**src/rtl/csr_file_pkg.sv**
```systemverilog
// Shared definitions for the machine-mode CSR file: address map, operation encodings and
// mstatus layout.
package csr_file_pkg;

    localparam logic [11:0] CsrMstatus   = 12'h300;
    localparam logic [11:0] CsrMisa      = 12'h301;
    localparam logic [11:0] CsrMtvec     = 12'h305;
    localparam logic [11:0] CsrMscratch  = 12'h340;
    localparam logic [11:0] CsrMepc      = 12'h341;
    localparam logic [11:0] CsrMcause    = 12'h342;
    localparam logic [11:0] CsrMcycle    = 12'hB00;
    localparam logic [11:0] CsrMinstret  = 12'hB02;
    localparam logic [11:0] CsrMcycleh   = 12'hB80;
    localparam logic [11:0] CsrMinstreth = 12'hB82;
    localparam logic [11:0] CsrCycle     = 12'hC00;
    localparam logic [11:0] CsrInstret   = 12'hC02;
    localparam logic [11:0] CsrCycleh    = 12'hC80;
    localparam logic [11:0] CsrInstreth  = 12'hC82;
    localparam logic [11:0] CsrMhartid   = 12'hF14;

    typedef enum logic [1:0] {
        MocsrNone = 2'b00,
        MocsrRw   = 2'b01,
        MocsrRs   = 2'b10,
        MocsrRc   = 2'b11
    } mocsr_e;

    localparam int unsigned MstatusMie  = 3;
    localparam int unsigned MstatusMpie = 7;

    localparam logic [31:0] MisaValue = 32'h4000_0100;

    // MPP is hardwired to machine mode; only MIE and MPIE are stored.
    function automatic logic [31:0] mstatus_pack(input logic mie, input logic mpie);
        return {19'b0, 2'b11, 3'b0, mpie, 3'b0, mie, 3'b0};
    endfunction

endpackage

```
**src/rtl/csr_counter64.sv**
```systemverilog
// 64-bit counter split into two 32-bit halves; a write to a half in the same cycle replaces
// that half's increment or carry.
module csr_counter64 (
    input  logic        clk_i,
    input  logic        rst_i,
    input  logic        inc_i,
    input  logic        lo_we_i,
    input  logic        hi_we_i,
    input  logic [31:0] wdata_i,
    output logic [63:0] value_o
);

    logic [31:0] lo_q, lo_d;
    logic [31:0] hi_q, hi_d;
    logic        carry;

    // A written low half does not increment, so it cannot carry either.
    assign carry = inc_i && !lo_we_i && (lo_q == 32'hFFFF_FFFF);

    always_comb begin
        lo_d = lo_q;
        hi_d = hi_q;
        if (lo_we_i) begin
            lo_d = wdata_i;
        end else if (inc_i) begin
            lo_d = lo_q + 32'd1;
        end
        if (hi_we_i) begin
            hi_d = wdata_i;
        end else if (carry) begin
            hi_d = hi_q + 32'd1;
        end
    end

    always_ff @(posedge clk_i or posedge rst_i) begin
        if (rst_i) begin
            lo_q <= '0;
            hi_q <= '0;
        end else begin
            lo_q <= lo_d;
            hi_q <= hi_d;
        end
    end

    assign value_o = {hi_q, lo_q};

endmodule

```
**src/rtl/csr_file.sv**
```systemverilog
// Machine-mode CSR file: executes CSRRW/RS/RC, keeps cycle/instret counters and records trap
// state; the old CSR value is returned combinationally for writeback.
module csr_file
    import csr_file_pkg::*;
#(
    parameter logic [31:0] MTVEC_RESET = 32'h0000_0000,
    parameter logic [31:0] HART_ID     = 32'd0
) (
    input  logic        clk,
    input  logic        rst,
    input  logic        csr_w,
    input  logic        csr_inm,
    input  logic [1:0]  mocsr,
    input  logic [11:0] csr_addr,
    input  logic [4:0]  rs1_idx,
    input  logic [31:0] rs1_data,
    input  logic        retire,
    input  logic        trap_valid,
    input  logic [31:0] trap_pc,
    input  logic [31:0] trap_cause,
    input  logic        mret,
    output logic [31:0] csr_rdata,
    output logic        illegal,
    output logic [31:0] mepc_o,
    output logic [31:0] mtvec_o,
    output logic        mie_o
);

    logic        mie_q, mie_d;
    logic        mpie_q, mpie_d;
    logic [31:0] mtvec_q, mtvec_d;
    logic [31:0] mscratch_q, mscratch_d;
    logic [31:0] mepc_q, mepc_d;
    logic [31:0] mcause_q, mcause_d;
    logic [63:0] cycle_val, instret_val;

    mocsr_e      op;
    logic [31:0] operand, wdata;
    logic        mapped, we_cand, we;

    assign op      = mocsr_e'(mocsr);
    assign operand = csr_inm ? {27'b0, rs1_idx} : rs1_data;

    always_comb begin
        csr_rdata = '0;
        mapped    = 1'b1;
        case (csr_addr)
            CsrMstatus:                 csr_rdata = mstatus_pack(mie_q, mpie_q);
            CsrMisa:                    csr_rdata = MisaValue;
            CsrMtvec:                   csr_rdata = mtvec_q;
            CsrMscratch:                csr_rdata = mscratch_q;
            CsrMepc:                    csr_rdata = mepc_q;
            CsrMcause:                  csr_rdata = mcause_q;
            CsrMcycle, CsrCycle:        csr_rdata = cycle_val[31:0];
            CsrMcycleh, CsrCycleh:      csr_rdata = cycle_val[63:32];
            CsrMinstret, CsrInstret:    csr_rdata = instret_val[31:0];
            CsrMinstreth, CsrInstreth:  csr_rdata = instret_val[63:32];
            CsrMhartid:                 csr_rdata = HART_ID;
            default:                    mapped    = 1'b0;
        endcase
    end

    // RS/RC with a zero source never write, so they may read read-only CSRs legally.
    assign we_cand = csr_w && (op != MocsrNone) && !(mocsr[1] && (rs1_idx == 5'd0));
    assign illegal = !mapped || ((csr_addr[11:10] == 2'b11) && we_cand);
    assign we      = we_cand && !illegal && !trap_valid;

    always_comb begin
        wdata = operand;
        case (op)
            MocsrRw: wdata = operand;
            MocsrRs: wdata = csr_rdata | operand;
            MocsrRc: wdata = csr_rdata & ~operand;
            default: wdata = operand;
        endcase
    end

    always_comb begin
        mie_d      = mie_q;
        mpie_d     = mpie_q;
        mtvec_d    = mtvec_q;
        mscratch_d = mscratch_q;
        mepc_d     = mepc_q;
        mcause_d   = mcause_q;
        if (we && csr_addr == CsrMtvec)    mtvec_d    = wdata & 32'hFFFF_FFFC;
        if (we && csr_addr == CsrMscratch) mscratch_d = wdata;
        if (we && csr_addr == CsrMepc)     mepc_d     = wdata & 32'hFFFF_FFFC;
        if (we && csr_addr == CsrMcause)   mcause_d   = wdata;
        if (trap_valid) begin
            mepc_d   = trap_pc & 32'hFFFF_FFFC;
            mcause_d = trap_cause;
            mpie_d   = mie_q;
            mie_d    = 1'b0;
        end else if (mret) begin
            mie_d  = mpie_q;
            mpie_d = 1'b1;
        end else if (we && csr_addr == CsrMstatus) begin
            mie_d  = wdata[MstatusMie];
            mpie_d = wdata[MstatusMpie];
        end
    end

    always_ff @(posedge clk or posedge rst) begin
        if (rst) begin
            mie_q      <= 1'b0;
            mpie_q     <= 1'b0;
            mtvec_q    <= MTVEC_RESET;
            mscratch_q <= '0;
            mepc_q     <= '0;
            mcause_q   <= '0;
        end else begin
            mie_q      <= mie_d;
            mpie_q     <= mpie_d;
            mtvec_q    <= mtvec_d;
            mscratch_q <= mscratch_d;
            mepc_q     <= mepc_d;
            mcause_q   <= mcause_d;
        end
    end

    csr_counter64 u_cycle (
        .clk_i   (clk),
        .rst_i   (rst),
        .inc_i   (1'b1),
        .lo_we_i (we && (csr_addr == CsrMcycle)),
        .hi_we_i (we && (csr_addr == CsrMcycleh)),
        .wdata_i (wdata),
        .value_o (cycle_val)
    );

    csr_counter64 u_instret (
        .clk_i   (clk),
        .rst_i   (rst),
        .inc_i   (retire),
        .lo_we_i (we && (csr_addr == CsrMinstret)),
        .hi_we_i (we && (csr_addr == CsrMinstreth)),
        .wdata_i (wdata),
        .value_o (instret_val)
    );

    assign mepc_o  = mepc_q;
    assign mtvec_o = mtvec_q;
    assign mie_o   = mie_q;

endmodule
```
**config.mk**
```make
export PLATFORM = sky130hd
export DESIGN_NAME = csr_file
export DESIGN_NICKNAME = d
export VERILOG_FILES = /design/src/rtl/csr_file_pkg.sv /design/src/rtl/csr_counter64.sv /design/src/rtl/csr_file.sv
export SDC_FILE = /design/constraint.sdc
export NUM_CORES = 1
export LEC_CHECK = 0
export CORE_UTILIZATION = 45
export CTS_CLUSTER_SIZE = 25
export DETAILED_ROUTE_END_ITERATION = 6
export PLACE_DENSITY_LB_ADDON = 0.2
export SLEW_MARGIN = 20
export SYNTH_ARGS = -nofsm -noshare
export SYNTH_HDL_FRONTEND = slang
export SYNTH_SLANG_ARGS = --single-unit
```
**constraint.sdc**
```tcl
create_clock -name clk -period 14.9 [get_ports clk]
set_clock_uncertainty 0.15 [all_clocks]
set_input_delay 2.235 -clock clk [delete_from_list [all_inputs] [get_ports clk]]
set_output_delay 2.235 -clock clk [all_outputs]
set_load 0.01 [all_outputs]
```
# Word-level counts from Yosys, hierarchy flattened
# Index checks and enable logic that the tools add are counted.
[word_totals]
output_inout_bits = 98
ff_bits = 256
[op_classes]
n_eq_ne = 20
bitwise_logic = 3
addsub = 4
reduce_logical = 38
n_mux = 21
[op_table]
columns = ["op", "n"]
rows = [
  ["$mux W32", 12],
  ["$pmux W32 S10", 1],
  ["$add A32 B1 Y32 const B", 4],
  ["$eq A12 B12 Y1 const B", 9],
  ["$eq A12 B10 Y1 const B", 6],
  ["$eq A32 B32 Y1 const B", 2],
  ["$pmux W32 S2", 1],
  ["$and A32 B32 Y32", 1],
  ["$not A32 Y32", 1],
  ["$or A32 B32 Y32", 1],
  ["$logic_and A1 B1 Y1", 18],
  ["$reduce_or A15 Y1", 1],
  ["$reduce_bool A2 Y1", 6],
  ["$reduce_or A2 Y1", 4],
  ["$mux W1", 7],
  ["$eq A2 B2 Y1 const B", 3],
  ["$logic_not A1 Y1", 6],
  ["$logic_not A5 Y1", 1],
  ["$reduce_bool A3 Y1", 1],
  ["$logic_or A1 B1 Y1", 1],
]

# Logic depth before layout (Yosys ltp)
[logic_depth]
ltp_word = 15
mapped_depth = 10

# Hierarchy
# From an unflattened synthesis, not the netlist that was laid out.
[unflattened]
hier_cells = 1959
area_unflattened_um2 = 16505.8
[by_module_without_submodules]
columns = ["module", "cells_per_inst", "instances", "area_per_inst_um2"]
rows = [
  ["csr_file", 1076, 1, 9019.9],
  ["csr_counter64 at u_cycle", 446, 1, 3771.1],
  ["csr_counter64 at u_instret", 437, 1, 3714.8],
]

# Worst setup path after synthesis
# No wires, ideal clock.
[synth_path]
path_type = "input -> output"
startpoint = "in csr_addr[0]"
endpoint = "out csr_rdata[4]"
n_path_buf = 3
path_stages = 8
setup_slack_ns = 8.618
arrival_time_ns = 3.897
path_cell_list = "buf_6 > or4b_4 > buf_6 > nor4_4 > buf_6 > nand2_1 > and3_1 > nand2_1"
[synth_between]
elab_chain_cells = 3
word_cells_on_any_way = 19
cone_classes = "eq/ne: 14; mux: 1; reduce/logical: 4"
[synth_rtl]
columns = ["item", "line", "text"]
rows = [
  ["start, declared", "csr_file.sv:14", "input logic [11:0] csr_addr,"],
  ["$eq A12 B12 Y1", "csr_file.sv:47", "case (csr_addr)"],
  ["$reduce_or A2 Y1", "csr_file.sv:47", ""],
  ["$pmux W32 S10 (*)", "csr_file.sv:47", ""],
  ["end, declared", "csr_file.sv:22", "output logic [31:0] csr_rdata,"],
]
# Mark *: on every way between the ends. The rest lies on a longest branch, timed or not.

# Final worst setup path
[layout_path]
startpoint = "in csr_addr[0]"
endpoint = "out csr_rdata[11]"
# Same word-level chain as after synthesis.

==> run_results.csv <==
group,metric,value,unit
grt,grt_pass1_vias,13800,
synth,synth-async-reset-ratio,100,%
power_and_ir_drop,powerDensity,93.7,mW/mm2
floorplan,dieArea,0.0350,mm2
sta,slew_violations,0,
cts,clock_sinks,254,
cts,post_cts_buffers,0,
sta,finalCritPeriodShare,60.4,%
sta,fmax,0.111,GHz
cts,cts_hold_buf,0,
place,dp_cells,2211,
worst_setup_path,cp-end-kind,"primary output",
synth,syn-cell-area,0.0154,mm2
routing,vias,14600,
place,dp_hpwl,40300,um
status,status,"finished, final reports clean",
worst_setup_path,startpoint_type,"input pin",
sta,whs,0.329,ns
power_and_ir_drop,intPower,1.29,mW
layout,final_net_count,1920,
worst_setup_path,cp_data_required_time,12.52,ns
power_and_ir_drop,p_leak,7.61,nW
sta,setup_viol,0,
worst_setup_path,critical_path_arrival,6.61,ns
run,drv_cap,0,
sta,hold_viol_final,0,
power_and_ir_drop,power_frac_seq,43.4,%
power_and_ir_drop,ir_drop,0.0849,mV
floorplan,fp.dieW,187,um
layout,fin_area,0.0188,mm2
synth,ys_ff_latch,254,
routing,first_iter_violations,1730,
grt,grt_usage,32.1,%
routing,drc,0,
sta,rsz0062_at_grt,"no",
cts,clk_latency,0.58,ns
sta,tightest_slew,1.14,ns
routing,routed_wl,56700,um
cts,cts_buffers,29,
floorplan,std_cell_rows,67,
layout,final_util,56.0,%
sta,post-route-min-period,9.00,ns
cts,cts_tree,"done",
floorplan,pin_count,220,
power_and_ir_drop,p_sw,0.478,mW
synth,postSynthAreaPerCell,9.41,um2
place,routabilityCongestion,0.916,
cts,clock_tree.htree_level_count,1,
power_and_ir_drop,fin_total_pwr,1.76,mW
layout,area_growth,22.2,%
grt,grt_overflow,0,
min_path,hold_depth,2,
floorplan,start_util,45.8,%
place,place_ws,6.04,ns
routing,viasPerCell,6.43,
place,port-buffer-count,213,
synth,ys.flop_type,"dfrtp_1",
grt,grt_max_degree,134,
layout,drive_gt1_share,10.7,%
sta,finalSetupTns,0,ns
grt,grt_pass1_wl,86100,um
cts,root_buffer,"clkbuf_16",
cts,clk_pin_slew_worst_paths,0.06,ns
cts,ctsResizeCount,0,
grt,antenna_found_initial,2,
routing,dr.pass1.iters,7,
cts,cts_max_path_buffers,3,
layout,final_common_cell,"dfrtp_1",
min_path,hold_class,"reg -> reg",
synth,yosysWarnings,0,
worst_setup_path,criticalPathCategory,"in -> out",
synth,synth_edf_count,0,
routing,drt-wirelength-per-cell,25.0,um
power_and_ir_drop,swShare,27.1,%
floorplan,core_area,0.0336,mm2
layout,final_cell_count_no_fill,2267,
sta,max-slew-margin-rel,23.9,%
sta,setup_ws,5.90,ns
routing,final_antenna_net_count,0,
synth,ys_seq_area_share,41.3,%
synth,yosysUniqueCellTypes,91,
place,place_area,0.0178,mm2
worst_setup_path,reg2reg_depth,8,
worst_setup_path,worst-path-max-fanout,19,
power_and_ir_drop,combPwrFrac,12.5,%
layout,final_cell_mix,"dfrtp_1, clkdlybuf4s50_1, nand2_1, a21oi_1, nor2_1",
synth,synthCells,1637,
floorplan,die_y,187,um
power_and_ir_drop,pwr-share-clk,44.1,%
-- final cells by class --
cell class                      instances  area, um2
Fill cell                            3002      14800
Multi-Input combinational cell       1235       8390
Sequential cell                       254       6360
Tap cell                              448        561
Antenna cell                            2       5.00
Clock inverter                         20        256
Timing Repair Buffer                  241       2340
Inverter                               33        131
Clock buffer                           34        785
-- path summary, 6_finish.rpt --
kind	start	to	slack, ns
setup / recovery	csr_addr[0]	csr_rdata[11]	5.90
hold / removal	mscratch_q[7]	mscratch_q[7]	0.33
setup reg to reg	u_cycle.lo_q[0]	u_cycle.hi_q[30]	11.23
hold reg to reg	mscratch_q[7]	mscratch_q[7]	0.33
max in group asynchronous	rst	u_cycle.lo_q[15]	11.04
min in group asynchronous	rst	mcause_q[10]	2.10
-- flip-flops by register name, indices dropped and copies added (netlist names) --
| name | flops |
|---|---|
| mepc_o | 30 |
| mscratch_q | 32 |
| u_cycle.hi_q | 32 |
| mcause_q | 32 |
| mtvec_o | 30 |
| mpie_q | 1 |
| mie_o | 1 |
| u_cycle.lo_q | 32 |
| u_instret.lo_q | 32 |
| u_instret.hi_q | 32 |
-- layer usage --
metal  GRT usage [%]  part of all wire (%)  up-vias
met2            51.1                    46      805
met4            14.1                   4.7        2
li1                -                     -     6462
met5               0                 0.023        -
met1            44.0                    41     7157
met3            4.02                   7.9      145
-- logic make-up after synthesis --
logic type | synth area share [%]
other | 0.0243
flip-flops | 41.3
AO/OA/AOI/OAI | 20.3
AND/OR/NAND/NOR | 20.2
adder cells (fa/ha/maj) | 0.325
buffers and inverters | 4.80
multiplexers | 7.47
XOR/XNOR | 5.68
-- power groups by stage --
stage | Clock, mW | Sequential (mW) | Combinational, mW
CTS | 0.784 | 0.764 | 0.220
global placement | 0 | 0.776 | 0.215
floorplan | 0 | 0.765 | 0.126
detailed placement | 0 | 0.777 | 0.218
finish | 0.777 | 0.765 | 0.221
global route | 0.813 | 0.770 | 0.239
-- cell usage after synthesis (6+ instances only) --
cell type,number,area share (%)
or3_1,16,0.65
nand3_1,65,2.1
nor2_1,90,2.2
a222oi_1,17,1.1
inv_1,31,0.76
o21ai_2,7,0.40
a22oi_1,62,3.0
mux2_2,24,1.8
xnor2_1,66,3.8
and3_1,20,0.81
o211ai_1,14,0.68
xor2_1,34,1.9
clkbuf_1,53,1.3
o21ai_0,83,2.7
o22ai_1,38,1.5
nand3_2,7,0.45
and4_1,16,0.91
nor4b_1,7,0.40
nor4_1,29,1.2
buf_4,21,1.0
a21oi_1,93,3.0
a31oi_1,9,0.37
a21oi_2,11,0.63
nand2_1,166,4.0
a211oi_1,8,0.39
nor3_1,35,1.1
nand4_1,47,1.9
o21ai_1,25,0.81
o221ai_1,16,0.91
a22o_1,6,0.34
buf_2,33,1.1
buf_6,7,0.51
dfrtp_1,254,41
and2_1,7,0.28
a31oi_2,7,0.57
mux2i_1,88,5.7
nor2b_1,11,0.45
-- critical path, stage by stage --
cell and delay [ns]:
clkdlybuf4s50_1 1.13, nor4b_2 1.02, and4_1 1.02, a221oi_1 0.33, nand3_1 0.29, clkdlybuf4s50_1 0.58
No activity file was read; power rests on OpenSTA's default activity.
